$ cat config.mk
export PLATFORM = sky130hd
export DESIGN_NAME = bcd_stopwatch
export DESIGN_NICKNAME = d
export VERILOG_FILES = /design/src/rtl/bcd_stopwatch.sv
export SDC_FILE = /design/constraint.sdc
export NUM_CORES = 1
export LEC_CHECK = 0
export BUFFER_PORTS_ARGS = -buffer_cell sky130_fd_sc_hd__buf_2
export CAP_MARGIN = 10
export CORE_MARGIN = 2
export CORE_UTILIZATION = 50
export CTS_BUF_LIST = sky130_fd_sc_hd__clkbuf_4 sky130_fd_sc_hd__clkbuf_8
export CTS_CLUSTER_DIAMETER = 100
export CTS_CLUSTER_SIZE = 20
export DETAILED_ROUTE_END_ITERATION = 10
export GPL_ROUTABILITY_DRIVEN = 0
export GPL_TIMING_DRIVEN = 0
export PLACE_DENSITY = 0.7
export RECOVER_POWER = 100
export SLEW_MARGIN = 25
export SYNTH_ARGS = -nofsm -noshare
export SYNTH_HDL_FRONTEND = slang
export SYNTH_SLANG_ARGS = --single-unit
$ cat constraint.sdc
create_clock -name clk -period 3 [get_ports clk]
set_input_delay 0.15 -clock clk [delete_from_list [all_inputs] [get_ports clk]]
set_output_delay 0.15 -clock clk [all_outputs]
set_load 0.02 [all_outputs]
$ cat src/rtl/bcd_stopwatch.sv
// Purpose : M:SS BCD stopwatch with start/stop/clear control and a wrap pulse at MIN_MAX:59 -> 0:00.
// Latency : the count updates on the edge that detects a tick rise (1 cycle), or 3 cycles when TICK_SYNC_EN is defined.
// Backpres: none; inputs are edge-detected levels, and tick/command edges arriving outside their state are dropped.
//
// Ports: clk, reset (sync, active-low), tick_in (count level), start_stop (command level),
//        clear (zero when not running) -> sec_ones/sec_tens/min_ones (BCD digits),
//        state (00 IDLE, 01 RUN, 10 PAUSE), running, wrap (one-cycle rollover pulse).
// Config: define TICK_SYNC_EN to put a two-flop synchronizer on tick_in ahead of edge detection.
module bcd_stopwatch #(
    parameter int MIN_MAX = 9
) (
    input  logic       clk,
    input  logic       reset,
    input  logic       tick_in,
    input  logic       start_stop,
    input  logic       clear,
    output logic [3:0] sec_ones,
    output logic [3:0] sec_tens,
    output logic [3:0] min_ones,
    output logic [1:0] state,
    output logic       running,
    output logic       wrap
);

    typedef enum logic [1:0] {
        IDLE  = 2'b00,
        RUN   = 2'b01,
        PAUSE = 2'b10
    } state_t;

    localparam logic [3:0] MIN_MAX_L = 4'(MIN_MAX);

    state_t     state_q;
    logic [3:0] sec_ones_q, sec_tens_q, min_ones_q;
    logic [3:0] sec_ones_d, sec_tens_d, min_ones_d;
    logic       running_q, wrap_q, wrap_d;
    logic       tick_d_q, ss_d_q;
    logic       tick_src;
    logic       tick_ev, cmd_ev;

`ifdef TICK_SYNC_EN
    logic sync1_q, sync2_q;

    always_ff @(posedge clk) begin
        if (!reset) begin
            sync1_q <= 1'b0;
            sync2_q <= 1'b0;
        end else begin
            sync1_q <= tick_in;
            sync2_q <= sync1_q;
        end
    end

    assign tick_src = sync2_q;
`else
    assign tick_src = tick_in;
`endif

    assign tick_ev = tick_src & ~tick_d_q;
    assign cmd_ev  = start_stop & ~ss_d_q;

    // Incremented count with digit carries; applied only on a tick event in RUN.
    always_comb begin
        sec_ones_d = sec_ones_q + 4'd1;
        sec_tens_d = sec_tens_q;
        min_ones_d = min_ones_q;
        wrap_d     = 1'b0;
        if (sec_ones_q == 4'd9) begin
            sec_ones_d = 4'd0;
            if (sec_tens_q == 4'd5) begin
                sec_tens_d = 4'd0;
                if (min_ones_q == MIN_MAX_L) begin
                    min_ones_d = 4'd0;
                    wrap_d     = 1'b1;
                end else begin
                    min_ones_d = min_ones_q + 4'd1;
                end
            end else begin
                sec_tens_d = sec_tens_q + 4'd1;
            end
        end
    end

    always_ff @(posedge clk) begin
        if (!reset) begin
            state_q    <= IDLE;
            running_q  <= 1'b0;
            wrap_q     <= 1'b0;
            sec_ones_q <= 4'd0;
            sec_tens_q <= 4'd0;
            min_ones_q <= 4'd0;
            tick_d_q   <= 1'b0;
            // Held high through reset so a start_stop already high at release is not a command.
            ss_d_q     <= 1'b1;
        end else begin
            tick_d_q <= tick_src;
            ss_d_q   <= start_stop;
            wrap_q   <= 1'b0;
            case (state_q)
                IDLE: begin
                    if (clear) begin
                        sec_ones_q <= 4'd0;
                        sec_tens_q <= 4'd0;
                        min_ones_q <= 4'd0;
                    end else if (cmd_ev) begin
                        state_q   <= RUN;
                        running_q <= 1'b1;
                    end
                end
                RUN: begin
                    // clear is deliberately ignored while running.
                    if (tick_ev) begin
                        sec_ones_q <= sec_ones_d;
                        sec_tens_q <= sec_tens_d;
                        min_ones_q <= min_ones_d;
                        wrap_q     <= wrap_d;
                    end
                    if (cmd_ev) begin
                        state_q   <= PAUSE;
                        running_q <= 1'b0;
                    end
                end
                PAUSE: begin
                    // clear wins over a simultaneous command; ticks are dropped.
                    if (clear) begin
                        state_q    <= IDLE;
                        sec_ones_q <= 4'd0;
                        sec_tens_q <= 4'd0;
                        min_ones_q <= 4'd0;
                    end else if (cmd_ev) begin
                        state_q   <= RUN;
                        running_q <= 1'b1;
                    end
                end
                default: begin
                    state_q   <= IDLE;
                    running_q <= 1'b0;
                end
            endcase
        end
    end

    assign sec_ones = sec_ones_q;
    assign sec_tens = sec_tens_q;
    assign min_ones = min_ones_q;
    assign state    = state_q;
    assign running  = running_q;
    assign wrap     = wrap_q;

endmodule

==> summary.md <==
| Metric | Value |
|---|---|
| I/O pins | 21 |
| Flop pwr share | 55.9% |
| Commonest non-fill, non-tap cell in the layout | clkbuf_1 |
| Filler cell count | 194 |
| Outcome | complete, no violations |
| Crit path kind | flop to flop |
| XOR/XNOR share of the synthesized area | 0% |
| Via Count | 854 |
| Power Internal | 0.330 mW |
| Crit-path max cell delay | 0.56 ns |
| ANT nets after route | 0 |
| Storage element area | 360 µm² |
| Post-CTS Setup Inserts | 0 |
| Maximum clock rate | 539 MHz |
| Post-DP HPWL | 1.46 mm |
| Dominant cells by area after synthesis | dfxtp_1 38%, ha_1 7.8%, a21oi_1 4.7% |
| CTS tree | yes |
| Slew margin rel. | 61.9% |
| Post-synthesis sequential area ratio | 37.6% |
| Worst r2r src | sec_ones[0] |
| Layout Utilization | 61.0% |
| Hold Startpoint | start_stop |
| Clk_lat worst skew | 0.30 ns |
| Combinational family with the most area after synthesis | simple AND/OR/NAND/NOR gates |
| Core box area | 1760 µm² |
| Startpoint types | flop |
| Multi-input logic area | 534 µm² |
| Reg2Reg Setup Slack | 1.14 ns |
| Net Sw Power | 0.109 mW |
| Die Width | 47.8 µm |
| CTS H-tree lvls | 1 |
| Worst VDD drop | 279 µV |
| Post-synth top area share | 37.6% |
| DR pass1 iterations | 4 |
| Critical path's top delay family | simple AND/OR/NAND/NOR gates |
| Fin crit share | 61.8% |
| Gr ovfl total | 0 |
| Yosys warnings | 0 |
| Fin cells | 159 |
| First-pass GRT wire length | 3.26 mm |
| Synth cell types | 38 |
| Simple-gate area share of the yosys netlist | 30.9% |
| Final Setup Violations | 0 |
| P per Cell Area | 408 nW/µm² |
| TritonCTS Buffers | 3 |
| Hold path depth | 2 |
| Initial Utilization | 54.3% |
| Max Clock Skew | 0.00345 ns |
| Number of synthesized flops with an enable pin | 0 |
| Final setup TNS | 0 ns |
| Row cnt | 15 |
| Worst path arrival time | 2.10 ns |
| Mux cell area share after synthesis | 1.17% |
| R2r worst-path depth | 5 |
| P&R area growth vs syn | 12.3% |
| Gate power share | 8.6% |
| Final wirelength | 2.01 mm |
| Final worst path period need | 1.86 ns |
| Total GRT Usage | 20.8% |
| Die extent in y | 47.8 µm |
| Top FF cell, synth | dfxtp_1 |
| Syn nets | 122 |
| Ys async rst share | 0% |
| Hold EP | ss_d_q |
| R2r endpoint | sec_tens[3] |
| Max-slew violations | 0 |
| Req. time, crit path | 3.24 ns |
| CP Capture Type | flop |
| Largest area contributor in the netlist | dfxtp_1 |
| Sw Share | 24.9% |
| Post-synthesis compound-gate area fraction | 18.1% |
| Most frequent cells in the layout | 19 x clkbuf_1, 18 x dfxtp_1, 9 x nand2_1, 9 x nor2_1, 9 x a21oi_1 |
| Fin nets | 146 |
| Buf/Inv on CP | 0 |
| Final Power | 0.439 mW |
| Inserted Diodes | 0 |
| RSZ-0062 raised after global routing | false |
| Final instance area | 1080 µm² |
| Hold buffer count at CTS | 0 |
| CTS clock-pin slew for the worst setup and hold paths | 0.11 ns |
| IO Port Bufs | 19 |
| Syn Area/Cell | 8.63 µm² |
| Cts repair resizes | 0 |
| Longest Clk Path Bufs | 2 |
| Critical Path Source | sec_ones[0] |
| Dpl cell area | 1080 µm² |
| Drt wl/cell | 12.6 µm |
| Clk root buf | clkbuf_4 |
| Slew @ Worst Pin | 0.572 ns |
| Hold Path Class | primary input to flop |
| Leakage power | 0.383 nW |
| # placed instances | 155 |
| Adder-Cell Fraction of Synth Area | 7.83% |
| Fraction of layout cells with a size suffix above 1 | 8.96% |
| Vias in the first global route | 722 |
| CP max stage cell | or4_1 |
| Clock share of power | 35.5% |
| Max FO, Critical Path | 8 |
| Max Cap Viol | 0 |
| Final Hold Vio Count | 0 |
| DR vias/cell | 5.37 |
| Drt drc | 0 |
| Synth Instances | 111 |
| TritonCTS sink count | 18 |
| Largest net degree at the start of global routing | 11 |
| CP Cell Sequence | ha_1, and3b_1, o22ai_1, or4_1, a21oi_1 |
| Synthesis-stage register bit count | 18 |
| Die ar. | 2280 µm² |
| Initial antenna violation count | 0 |
| Initial DRC count | 7 |
| Syn Std Cell Area | 958 µm² |
-- cell type report --
class                   instances  area share [%]
plain buffers                   4            1.51
inverters                       6            2.09
flip-flops and latches         18            33.5
well taps                      25            2.91
multi-input cells              83            49.7
clock buffers                   4            3.37
repair buffers                 19            6.98
-- synthesized netlist by cell type (2+ instances only) --
master,number
nand3b_1,2
a31o_1,2
and2_1,4
nor2_1,9
nand2b_1,4
dfxtp_1,18
a211oi_1,2
ha_1,6
nand3_1,4
inv_1,5
nor3_1,3
nand2_1,9
or3_1,4
buf_2,3
a21oi_1,9
o21ai_0,5
-- per-stage QoR --
stage          hold WS, ns  setup slack (ns)
6_report            0.0419              1.14
5_1_grt             0.0477              1.01
4_1_cts             0.0400              1.28
3_5_place_dp         0.355              1.31
3_3_place_gp         0.353              1.33
2_1_floorplan        0.251              1.27
-- routing by layer --
| layer | vias up | GRT usage (%) | wire [µm] |
|---|---|---|---|
| met4 | 0 | 9.73 | 31 |
| met2 | 18 | 31.5 | 870 |
| met5 | - | 0 | 0 |
| li1 | 440 | - | - |
| met1 | 392 | 28.3 | 1030 |
| met3 | 4 | 4.53 | 78 |
-- worst reg2reg max path: stages (launching register included) --
cell     delay [ns]
dfxtp_1        0.42
ha_1           0.22
and3b_1        0.25
o22ai_1        0.22
or4_1          0.56
a21oi_1        0.14
-- cell families after synthesis --
family / Yosys count
AND/OR/NAND/NOR: 50
AO/OA/AOI/OAI: 26
adder cells (fa/ha/maj): 6
buffers and inverters: 10
flip-flops: 18
multiplexers: 1
-- power groups by stage --
stage	Combinational, mW	Clock [mW]	Sequential, mW
after floorplan	0.0268	0	0.253
after global placement	0.0407	0	0.250
final	0.0378	0.156	0.245
after global routing	0.0424	0.166	0.246
after detailed placement	0.0415	0	0.251
after CTS	0.0417	0.158	0.245
-- worst max path at each step --
stage,end,depth (start not counted)
4_1_cts,sec_tens[3],5
6_report,sec_tens[3],5
3_3_place_gp,sec_tens[3],5
2_1_floorplan,sec_tens[3],5
5_1_grt,sec_tens[3],6
3_5_place_dp,sec_tens[3],5
-- registers in the layout (all words and copies together), names as in the netlist --
signal,flops
ss_d_q,1
sec_tens,4
min_ones,4
wrap,1
state,2
sec_ones,4
tick_d_q,1
running,1
Power figures use the tool's default switching activity.
